==> config.mk <==
export PLATFORM = sky130hd
export DESIGN_NAME = async_fifo_wr_arbiter
export DESIGN_NICKNAME = d
export VERILOG_FILES = /design/src/rtl/async_fifo_wr_arbiter.sv
export SDC_FILE = /design/constraint.sdc
export NUM_CORES = 1
export LEC_CHECK = 0
export CAP_MARGIN = 20
export CORE_MARGIN = 3
export CORE_UTILIZATION = 39
export CTS_CLUSTER_DIAMETER = 120
export DETAILED_ROUTE_END_ITERATION = 8
export PLACE_DENSITY = 0.87
export SYNTH_ARGS = -nofsm -noshare
export SYNTH_HDL_FRONTEND = slang
export SYNTH_SLANG_ARGS = --single-unit
==> constraint.sdc <==
create_clock -name wclk -period 2.9 [get_ports wclk]
set_input_delay 0.29 -clock wclk [delete_from_list [all_inputs] [get_ports wclk]]
set_output_delay 0.29 -clock wclk [all_outputs]
set_load 0.1 [all_outputs]
==> src/rtl/async_fifo_wr_arbiter.sv <==
// Round-robin, burst-locked arbiter sharing one async-FIFO write port among NUM_REQ producers (wclk domain).
// Optional stall counter enabled by defining ASYNC_FIFO_ARB_STATS_EN.
module async_fifo_wr_arbiter #(
  parameter int unsigned NUM_REQ         = 4,
  parameter int unsigned FIFO_DATA_WIDTH = 8,
  parameter int unsigned MAX_BURST       = 4,
  parameter int unsigned CNT_W           = 16
) (
  input  logic                                 wclk,
  input  logic                                 wrst_n,
  input  logic [NUM_REQ-1:0]                   req_valid,
  input  logic [NUM_REQ*FIFO_DATA_WIDTH-1:0]   req_data,
  output logic [NUM_REQ-1:0]                   req_ready,
  output logic                                 winc,
  output logic [FIFO_DATA_WIDTH-1:0]           wdata,
  input  logic                                 wfull,
  output logic [$clog2(NUM_REQ)-1:0]           grant_id,
  output logic                                 busy
`ifdef ASYNC_FIFO_ARB_STATS_EN
  ,
  output logic [CNT_W-1:0]                     stall_cnt
`endif
);

  localparam int unsigned GW = $clog2(NUM_REQ);
  localparam int unsigned DW = FIFO_DATA_WIDTH;
  localparam int unsigned BW = (MAX_BURST > 1) ? $clog2(MAX_BURST) : 1;
  localparam logic [BW-1:0] LAST_BEAT = BW'(MAX_BURST - 1);

  typedef enum logic {IDLE, GRANT} state_e;

  state_e            state_q, state_d;
  logic [GW-1:0]     grant_id_q, grant_id_d;
  logic [GW-1:0]     rr_ptr_q, rr_ptr_d;
  logic [BW-1:0]     beat_cnt_q, beat_cnt_d;

  logic                 g_valid;
  logic [DW-1:0]        g_data;
  logic [GW-1:0]        g_next;
  logic [GW-1:0]        arb_ptr;
  logic [GW-1:0]        arb_id;
  logic [2*NUM_REQ-1:0] dbl_valid;
  logic [NUM_REQ-1:0]   rot_valid;
  int unsigned          arb_sum;
  logic                 any_valid;
  logic                 xfer;
  logic                 release_g;

  // Currently granted producer's request and data.
  always_comb begin
    g_valid = 1'b0;
    g_data  = '0;
    for (int unsigned i = 0; i < NUM_REQ; i++) begin
      if (grant_id_q == GW'(i)) begin
        g_valid = req_valid[i];
        g_data  = req_data[i*DW +: DW];
      end
    end
  end

  assign g_next    = (grant_id_q == GW'(NUM_REQ - 1)) ? '0 : grant_id_q + GW'(1);
  assign any_valid = |req_valid;
  // On release the scan starts past the current grant; from IDLE it starts at rr_ptr.
  assign arb_ptr   = (state_q == GRANT) ? g_next : rr_ptr_q;

  // Rotate so that arb_ptr lands at bit 0, take the lowest set bit, rotate back.
  always_comb begin
    dbl_valid = {req_valid, req_valid};
    rot_valid = NUM_REQ'(dbl_valid >> arb_ptr);
    arb_sum   = 32'(arb_ptr);
    for (int unsigned j = NUM_REQ; j > 0; j--) begin
      if (rot_valid[j-1]) arb_sum = 32'(arb_ptr) + (j - 1);
    end
    arb_id = (arb_sum >= NUM_REQ) ? GW'(arb_sum - NUM_REQ) : GW'(arb_sum);
  end

  // Next-state and handshake outputs.
  always_comb begin
    state_d    = state_q;
    grant_id_d = grant_id_q;
    rr_ptr_d   = rr_ptr_q;
    beat_cnt_d = beat_cnt_q;
    req_ready  = '0;
    winc       = 1'b0;
    wdata      = '0;
    xfer       = 1'b0;
    release_g  = 1'b0;

    case (state_q)
      IDLE: begin
        if (any_valid) begin
          grant_id_d = arb_id;
          beat_cnt_d = '0;
          state_d    = GRANT;
        end
      end
      GRANT: begin
        for (int unsigned i = 0; i < NUM_REQ; i++) begin
          if (grant_id_q == GW'(i)) req_ready[i] = ~wfull;
        end
        xfer      = g_valid & ~wfull;
        winc      = xfer;
        wdata     = xfer ? g_data : '0;
        release_g = (xfer && (beat_cnt_q == LAST_BEAT)) || !g_valid;
        if (xfer) beat_cnt_d = beat_cnt_q + BW'(1);
        if (release_g) begin
          rr_ptr_d   = g_next;
          beat_cnt_d = '0;
          if (any_valid) begin
            grant_id_d = arb_id;
          end else begin
            state_d = IDLE;
          end
        end
      end
      default: state_d = IDLE;
    endcase
  end

  always_ff @(posedge wclk or negedge wrst_n) begin
    if (!wrst_n) begin
      state_q    <= IDLE;
      grant_id_q <= '0;
      rr_ptr_q   <= '0;
      beat_cnt_q <= '0;
    end else begin
      state_q    <= state_d;
      grant_id_q <= grant_id_d;
      rr_ptr_q   <= rr_ptr_d;
      beat_cnt_q <= beat_cnt_d;
    end
  end

  assign grant_id = grant_id_q;
  assign busy     = (state_q == GRANT);

`ifdef ASYNC_FIFO_ARB_STATS_EN
  logic [CNT_W-1:0] stall_cnt_q, stall_cnt_d;

  // Saturating count of cycles the granted producer is blocked by a full FIFO.
  always_comb begin
    stall_cnt_d = stall_cnt_q;
    if ((state_q == GRANT) && g_valid && wfull && (stall_cnt_q != '1))
      stall_cnt_d = stall_cnt_q + CNT_W'(1);
  end

  always_ff @(posedge wclk or negedge wrst_n) begin
    if (!wrst_n) stall_cnt_q <= '0;
    else         stall_cnt_q <= stall_cnt_d;
  end

  assign stall_cnt = stall_cnt_q;
`endif

endmodule

-- Word-level counts from Yosys, hierarchy flattened
Index checks and enable logic that the tools add are counted.
- output and inout port bits: 16
- logic and storage cells: 62
- input bits: 39
- bits in registers: 7
- bitwise operators: 3
- muxes and demuxes: 33
- $lt $le $gt $ge: 1
- add/subtract/negate cells: 6
- shifts and indexed selects: 1
- equality and inequality tests: 7
- reductions and logical operators: 7
- operator list (kind ; number):
    32-bit two-way mux ; 3
    8-bit two-way mux ; 6
    32-bit by 3-bit greater-or-equal comparator with 1-bit output, second input constant ; 1
    2-bit two-way mux ; 8
    1-bit two-way mux ; 11
    2-bit one-hot mux with 2 select lines ; 2
    8-bit by 2-bit >> shifter with 4-bit output ; 1
    2-bit by 2-bit adder with 3-bit output, second input constant ; 2
    2-bit equality test, second input constant ; 3
    2-bit by 1-bit adder with 2-bit output, second input constant ; 2
    4-bit two-way mux ; 1
    2-bit AND reduction ; 2
    4-bit OR reduction ; 1
    2-bit by 1-bit adder with 3-bit output, second input constant ; 1
    3-bit two-way mux ; 1
    3-bit by 1-bit != test with 1-bit output, second input constant ; 1
    2-bit by 1-bit equality test with 1-bit output, second input constant ; 1
    2-bit logical NOT ; 1
    2-bit by 1-bit != test with 1-bit output, second input constant ; 1
    2-bit != test, second input constant ; 1
    1-bit inverter ; 2
    1-bit one-hot mux with 2 select lines ; 1
    2-bit by 1-bit subtractor with 2-bit output, second input constant ; 1
    1-bit bitwise AND ; 1
    other kinds (3) ; 3

-- Logic depth before layout (Yosys ltp)
Gate-level depths: netlist (run 1).
- word-level depth: 13
- gate-level depth with buffers: 8
- gate-level depth less buffers: 7

-- Worst setup path before layout (run 1)
OpenSTA, ideal clock, no wires.
- kind: register to output
- start: reg grant_id_q[1] (netlist: grant_id[1])
- end: out wdata[0]
- data required time: 2610 ps
- buffers on the path: 0
- arrival time: 3488 ps
- stages on the path, launching flop included: 8
- slack: -878 ps
- path through: dfrtp_1 -> inv_1 -> ha_1 -> nand3b_1 -> a221oi_2 -> o21ai_1 -> inv_1 -> and2_1
- cells in the longest elaborated chain, start to end: 8
- elaborated cells on any way between the ends: 15
- those cells by class: eq/ne: 3; mux: 10; bitwise: 1; reduce/logical: 1
- ends and longest elaborated chain (element ; line ; source):
    from (decl) ; 33 ; logic [GW-1:0] grant_id_q, grant_id_d;
    from (signal assigned) ; 128 ; grant_id_q <= grant_id_d;
    2-bit logical NOT ; 54 ; if (grant_id_q == GW'(i)) begin
    1-bit two-way mux (4 in a row) ; 54 ;
    1-bit bitwise AND ; 101 ; xfer = g_valid & ~wfull;
    8-bit two-way mux * ; 103 ; wdata = xfer ? g_data : '0;
    8-bit two-way mux * ; 89 ; case (state_q)
    to (decl) ; 15 ; output logic [FIFO_DATA_WIDTH-1:0] wdata,
Every way passes the cells marked *; elsewhere a longest branch is shown, timed or not.

-- Worst setup path in the final report (run 1)
- start: reg grant_id_q[1] (netlist: grant_id[1])
- end: out wdata[4]
The elaborated chain is that of the path after synthesis.

==> results by group, run 1 <==
Outcome
  • Status: finished clean

Setup path
  • CP max-delay cell: dfrtp_4
  • Critical Path Source Type: flop
  • Reg2Reg Setup Slack: 0.68 ns
  • Critical Path Source: grant_id[1]$_DFFE_PN0P_
  • Largest delay share family, worst path: buffers and inverters
  • Critical path type: flop to output port
  • Reg2Reg Depth: 7
  • CP endpoint kind: output port
  • Worst path depth: 8
  • End of the critical path: wdata[4]
  • RR Endpoint: beat_cnt_q[1]$_DFFE_PN0P_
  • CP bufs+invs: 3
  • Worst flop-to-flop path startpoint: grant_id[1]$_DFFE_PN0P_
  • Max Fanout on Critical Path: 17
  • WP data arrival: 2.41 ns
  • Worst Path Required: 2.61 ns
  • CP cell instances: inv_1 -> ha_2 -> nand3b_1 -> a221oi_2 -> o21ai_2 -> clkinvlp_4 -> and2_4 -> buf_12
  • Crit-path max cell delay: 0.50 ns

Floorplan
  • Row count: 16
  • Die Wd: 52.68 um
  • Core region area: 2002 um^2
  • Die H: 52.68 um
  • Die area: 2775 um^2
  • Io pins: 55
  • Initial Util: 0.4244

Clock network
  • # hold bufs at CTS: 0
  • Root Buffer: clkbuf_4
  • CTS-repair resized insts: 0
  • Post-CTS setup buffer count: 0
  • Worst-Skew Late Latency: 0.25 ns
  • Clock-pin slew on the worst setup and hold paths: 0.05 ns
  • CTS tree: built
  • Clock buffer depth: 2
  • TritonCTS Buffers: 3
  • Clock sinks: 7
  • H-tree depth: 1

Finish
  • Most common cell after layout, fill and taps aside: clkdlybuf4s50_1
  • Most frequent cells in the layout: clkdlybuf4s50_1 (38), a21oi_1 (16), nand2_1 (12)
  • Area growth syn-to-layout: 81.44%
  • Layout cell share with drive strength beyond 1: 0.2235
  • Ant diodes: 0
  • Nets: 215
  • Finished Cell Area: 1541 um^2
  • Core Util, Final: 0.7700

Power
  • Switching share of power: 0.5838
  • PwrDens: 1159 nW/um^2
  • Internal power: 743.8 uW
  • Net Switching: 1.043 mW
  • Sequential share of power: 0.103
  • Leak: 0.6298 nW
  • Gate power share: 0.849
  • Clk pwr share: 0.048
  • Maximum vdd drop: 0.8738 mV

Global route
  • GRT Overall Usage: 0.2397
  • Vias in the first global route: 1021
  • Largest net degree at the start of global routing: 21
  • Total grt overflow: 0
  • First-pass GRT wire length: 4.871 mm
  • Initial antenna violation count: 0

Placed design
  • Hpwl dp: 2.568 mm
  • Placed cell areas: 1511 um^2
  • I/O Buffers: 54
  • Pre-CTS setup slack: 0.3533 ns
  • GPL Wtd Cong: 0.8193

Routing
  • Routed len/inst: 15.57 um
  • Via density: 5.376
  • # DRC: 0
  • Vias: 1059
  • 1st-pass router iterations: 4
  • Post-Route WL: 3.067 mm
  • Antenna Violating Nets Remaining: 0
  • DRT iter0 DRCs: 21

STA
  • Hold Violations, Final: 0
  • Setup-failing EPs final: 0
  • Worst setup margin: 0.1952 ns
  • RSZ-0062 raised after global routing: false
  • Skew final: 0.004705 ns
  • Setup TNS Final: 0 ns
  • Slew Viols, Final: 0
  • Min Clock Period, post-route: 2.705 ns
  • Headroom to the max-slew limit: 0.6110
  • Slew @ Worst Pin: 0.5835 ns
  • Maximum clock rate: 0.3697 GHz
  • Period utilisation layout: 0.9327

Yosys
  • Synth cell types: 29
  • Synthesized Nets: 161
  • Post-synthesis register bit count: 7
  • Netlist Area Pre-Place: 849.6 um^2
  • Post-Syn Instances: 117
  • Avg Synthesized Cell Area: 7.261 um^2
  • Sequential share of the synthesized area: 0.2062
  • Warnings from Yosys: 0

Hold path
  • Hold Path Class: input port to async pin

Run
  • # Max-Cap Violations: 0
-- worst min path at each step --
stage / from / end / cells after the start
final: wrst_n / busy$_DFF_PN0_ / 1
after global routing: wrst_n / rr_ptr_q[1]$_DFFE_PN0P_ / 1
after CTS: wrst_n / busy$_DFF_PN0_ / 1
after detailed placement: rr_ptr_q[0]$_DFFE_PN0P_ / rr_ptr_q[0]$_DFFE_PN0P_ / 1
after global placement: rr_ptr_q[0]$_DFFE_PN0P_ / rr_ptr_q[0]$_DFFE_PN0P_ / 1
after floorplan: wrst_n / beat_cnt_q[0]$_DFFE_PN0P_ / 0
-- power groups by stage --
stage          logic, mW  clock network, mW  registers (mW)
2_1_floorplan      0.987                  0           0.283
3_3_place_gp        1.47                  0           0.178
3_5_place_dp        1.52                  0           0.184
4_1_cts             1.52             0.0901           0.183
5_1_grt             1.61             0.0957           0.191
6_report            1.52             0.0866           0.184
-- worst register-to-register path, stage by stage, from the launching register on --
cell and delay [ns]:
dfrtp_4 0.50, inv_1 0.11, ha_2 0.33, nand3b_1 0.16, a221oi_2 0.07, o21ai_2 0.35
clkinvlp_4 0.27, a32o_1 0.31
-- cell families (layout without fill, tap and decap cells) --
family                     count (synthesis)  after routing  synth area share
AOI/OAI and AO/OA                         36             36            0.2622
adders and majority gates                  5              5           0.07364
buffers and inverters                     12             65           0.05890
DFF                                        7              7            0.2062
muxes                                      7              7           0.08983
and+or+nand+nor                           50             50            0.3093
-- synthesized netlist by cell type, drive strengths merged --
| cell | n | area, um^2 |
|---|---|---|
| nor2b | 5 | 31.28 |
| mux2 | 5 | 56.30 |
| clkbuf | 3 | 11.26 |
| a211oi | 1 | 7.510 |
| a32o | 1 | 10.01 |
| nand3 | 1 | 5.000 |
| dfrtp | 7 | 175.2 |
| o22ai | 1 | 6.260 |
| nor3 | 6 | 30.03 |
| a2111oi | 1 | 10.01 |
| o21a | 1 | 7.510 |
| nand3b | 6 | 45.04 |
| nand2 | 12 | 45.04 |
| and4b | 1 | 10.01 |
| o21ai | 9 | 45.04 |
| and2 | 10 | 62.56 |
| a221oi | 4 | 41.29 |
| mux2i | 2 | 20.02 |
| ha | 5 | 62.56 |
| a21o | 2 | 15.01 |
| nor2 | 9 | 33.78 |
| a21oi | 16 | 80.08 |
| inv | 6 | 22.52 |
| buf | 3 | 16.26 |
-- area by class of cell --
cell class	count	area (um^2)
Inverter	6	26.28
Sequential cell	7	182.7
Fill cell	160	460.4
Clock buffer	3	22.52
Timing Repair Buffer	55	620.6
Tap cell	27	33.78
Clock inverter	1	5.005
Multi-Input combinational cell	98	650.6
-- sequential cells by signal, summed over array words and instances, names as in the netlist --
name / cells
grant_id: 2
rr_ptr_q: 2
busy: 1
beat_cnt_q: 2
-- through the flow --
stage / hold WS [ns] / power [mW] / std cells
floorplan: -0.005591 / 1.271 / 117
global placement: 0.4693 / 1.651 / 193
detailed placement: 0.4889 / 1.702 / 193
CTS: 0.2884 / 1.791 / 197
global route: 0.2884 / 1.895 / 197
finish: 0.2890 / 1.787 / 197
-- per-layer routing --
layer | global-route usage | wire length, um | up-vias
met3 | 0.04843 | 296 | 9
li1 | - | - | 523
met2 | 0.4401 | 1510 | 59
met1 | 0.2732 | 1186 | 468
met4 | 0.07234 | 73 | 0
met5 | 0 | 0 | -
No activity file was read; power rests on OpenSTA's default activity.
==> run 2, diff against run 1 <==
- CORE_ASPECT_RATIO: unset -> 1.75
- CORE_UTILIZATION: 39 -> 36
- PLACE_DENSITY: 0.87 -> 0.81
- clock period: 2.9 -> 2.8 ns (I/O delays scaled with it)
==> run 2 against run 1 <==
Effect of this change:
- design area rose by 0.41%
- sequential share of layout area barely moved
- power rose by 4.7%
- clock skew fell by 0.0045 ns
- register-to-register slack got worse by 0.19 ns
- largest power group unchanged
==> results by group, run 2 (synthesis gave the netlist of run 1 again) <==
Clock network
  • Clock buffer depth: 2
  • Post-CTS setup buffer count: 0
  • TritonCTS Buffers: 3
  • CTS tree: built
  • Clock sinks: 7
  • Clock-pin slew on the worst setup and hold paths: 0.05 ns
  • Root Buffer: clkbuf_4
  • H-tree depth: 1
  • Worst-Skew Late Latency: 0.24 ns

Outcome
  • Status: finished clean

Setup path
  • Crit-path max cell delay: 0.49 ns
  • Critical path type: flop to output port
  • WP data arrival: 2.37 ns
  • Critical Path Source Type: flop
  • CP cell instances: inv_1 -> ha_2 -> nand3b_1 -> a221oi_2 -> o21ai_4 -> clkinvlp_4 -> and2_4 -> buf_12
  • Max Fanout on Critical Path: 17
  • Worst Path Required: 2.52 ns
  • CP max-delay cell: dfrtp_4
  • CP endpoint kind: output port

Routing
  • Routed len/inst: 15.71 um
  • Via density: 5.443
  • 1st-pass router iterations: 4
  • # DRC: 0
  • Post-Route WL: 3.048 mm
  • Antenna Violating Nets Remaining: 0
  • Vias: 1056
  • DRT iter0 DRCs: 17

Global route
  • M2 GR Usage: 0.3946
  • Met3 usage: 0.02062
  • Initial antenna violation count: 0
  • GR peak layer: met2
  • Largest net degree at the start of global routing: 21
  • GRT met1 Usage: 0.2019
  • Total grt overflow: 0
  • GRT Overall Usage: 0.2006
  • First-pass GRT wire length: 4.623 mm
  • Vias in the first global route: 1051

Finish
  • Area growth syn-to-layout: 82.18%
  • Most common cell after layout, fill and taps aside: clkdlybuf4s50_1
  • Ant diodes: 0
  • Layout cell share with drive strength beyond 1: 0.2294
  • Nets: 215
  • Final std cells w/o fill: 194
  • Most frequent cells in the layout: clkdlybuf4s50_1 (38), a21oi_1 (15), nand2_1 (12)

Power
  • Total power: 1.871 mW
  • Leak: 0.6277 nW
  • Maximum vdd drop: 1.000 mV
  • PwrDens: 1209 nW/um^2

STA
  • Setup TNS Final: 0 ns
  • Setup-failing EPs final: 0
  • Hold slack: 0.2851 ns
  • Worst setup margin: 0.1545 ns
  • Period utilisation layout: 0.9448
  • Min Clock Period, post-route: 2.645 ns
  • Slew Viols, Final: 0
  • Hold Violations, Final: 0
  • Maximum clock rate: 0.3780 GHz
  • Slew @ Worst Pin: 0.6323 ns
  • Skew final: 0.0001776 ns
  • Headroom to the max-slew limit: 0.5785

Floorplan
  • Die area: 3002 um^2
  • Core region area: 2175 um^2
  • Die Wd: 42.72 um
  • Die H: 70.27 um
  • Row count: 22
  • Io pins: 55
  • Initial Util: 0.3907

Placed design
  • I/O Buffers: 54
  • Pre-CTS setup slack: 0.3065 ns
  • Cells after DPL: 190
  • Hpwl dp: 2.478 mm
  • GPL Wtd Cong: 0.8749

Run
  • # Max-Cap Violations: 0

Hold path
  • Hold Path Class: input port to async pin
[run 2: cell count changes in the layout (fill, tap and decap cells not counted)]
cell	delta
a21oi_1	-1
a21oi_2	+1
clkbuf_1	+1
clkinv_2	-1
inv_1	-1
inv_2	+1
o21ai_2	-1
o21ai_4	+1
[run 2: routing by layer]
| metal | wire [um] | up-vias |
|---|---|---|
| li1 | - | 525 |
| met1 | 1129 | 469 |
| met2 | 1629 | 56 |
| met3 | 240 | 6 |
| met4 | 49 | 0 |
| met5 | 0 | - |
[run 2: timing repair]
action / 4_1_cts / 5_1_grt
setup endpoints to repair: 0 / 5
resized for setup: 0 / 1
hold buffers: 0 / 0
[run 2: worst paths after layout]
check	end	startpoint	slack, ns	cells after the start
hold reg to reg	rr_ptr_q[0]$_DFFE_PN0P_	rr_ptr_q[0]$_DFFE_PN0P_	0.50	1
min in group wclk	rr_ptr_q[0]$_DFFE_PN0P_	rr_ptr_q[0]$_DFFE_PN0P_	0.50	1
max in group asynchronous	grant_id[1]$_DFFE_PN0P_	wrst_n	2.26	1
setup / recovery	wdata[0]	grant_id[1]$_DFFE_PN0P_	0.15	8
hold / removal	beat_cnt_q[0]$_DFFE_PN0P_	wrst_n	0.29	1
setup reg to reg	grant_id[1]$_DFFE_PN0P_	grant_id[1]$_DFFE_PN0P_	0.49	7
[run 2: final cells by class]
type	count	area, um^2
clock buffer	4	26.28
fill	185	626.9
inverter	6	26.28
multi-input combinational	98	661.9
sequential	7	182.7
tap	24	30.03
timing repair buffer	55	620.6
[run 2: stage by stage]
stage,instance area (um^2),utilization
detailed placement,1519,0.6985
CTS,1545,0.7106
global placement,1519,0.6985
finish,1548,0.7117
floorplan,895.9,-
global route,1548,0.7117
[run 2: critical path, delay by kind of cell, from the launching register on]
family,cells,cell delay (ns)
AO/OA/AOI/OAI,2,0.38
adder cells (fa/ha/maj),1,0.35
flip-flops,1,0.49
buffers and inverters,3,0.49
AND/OR/NAND/NOR,2,0.41
[run 2: report_power, final]
part           leakage, nW  switching [mW]  internal (mW)
registers           0.0815          0.0375          0.153
clock network       0.0150          0.0320         0.0540
logic                0.531            1.02          0.571
total                0.628            1.09          0.778
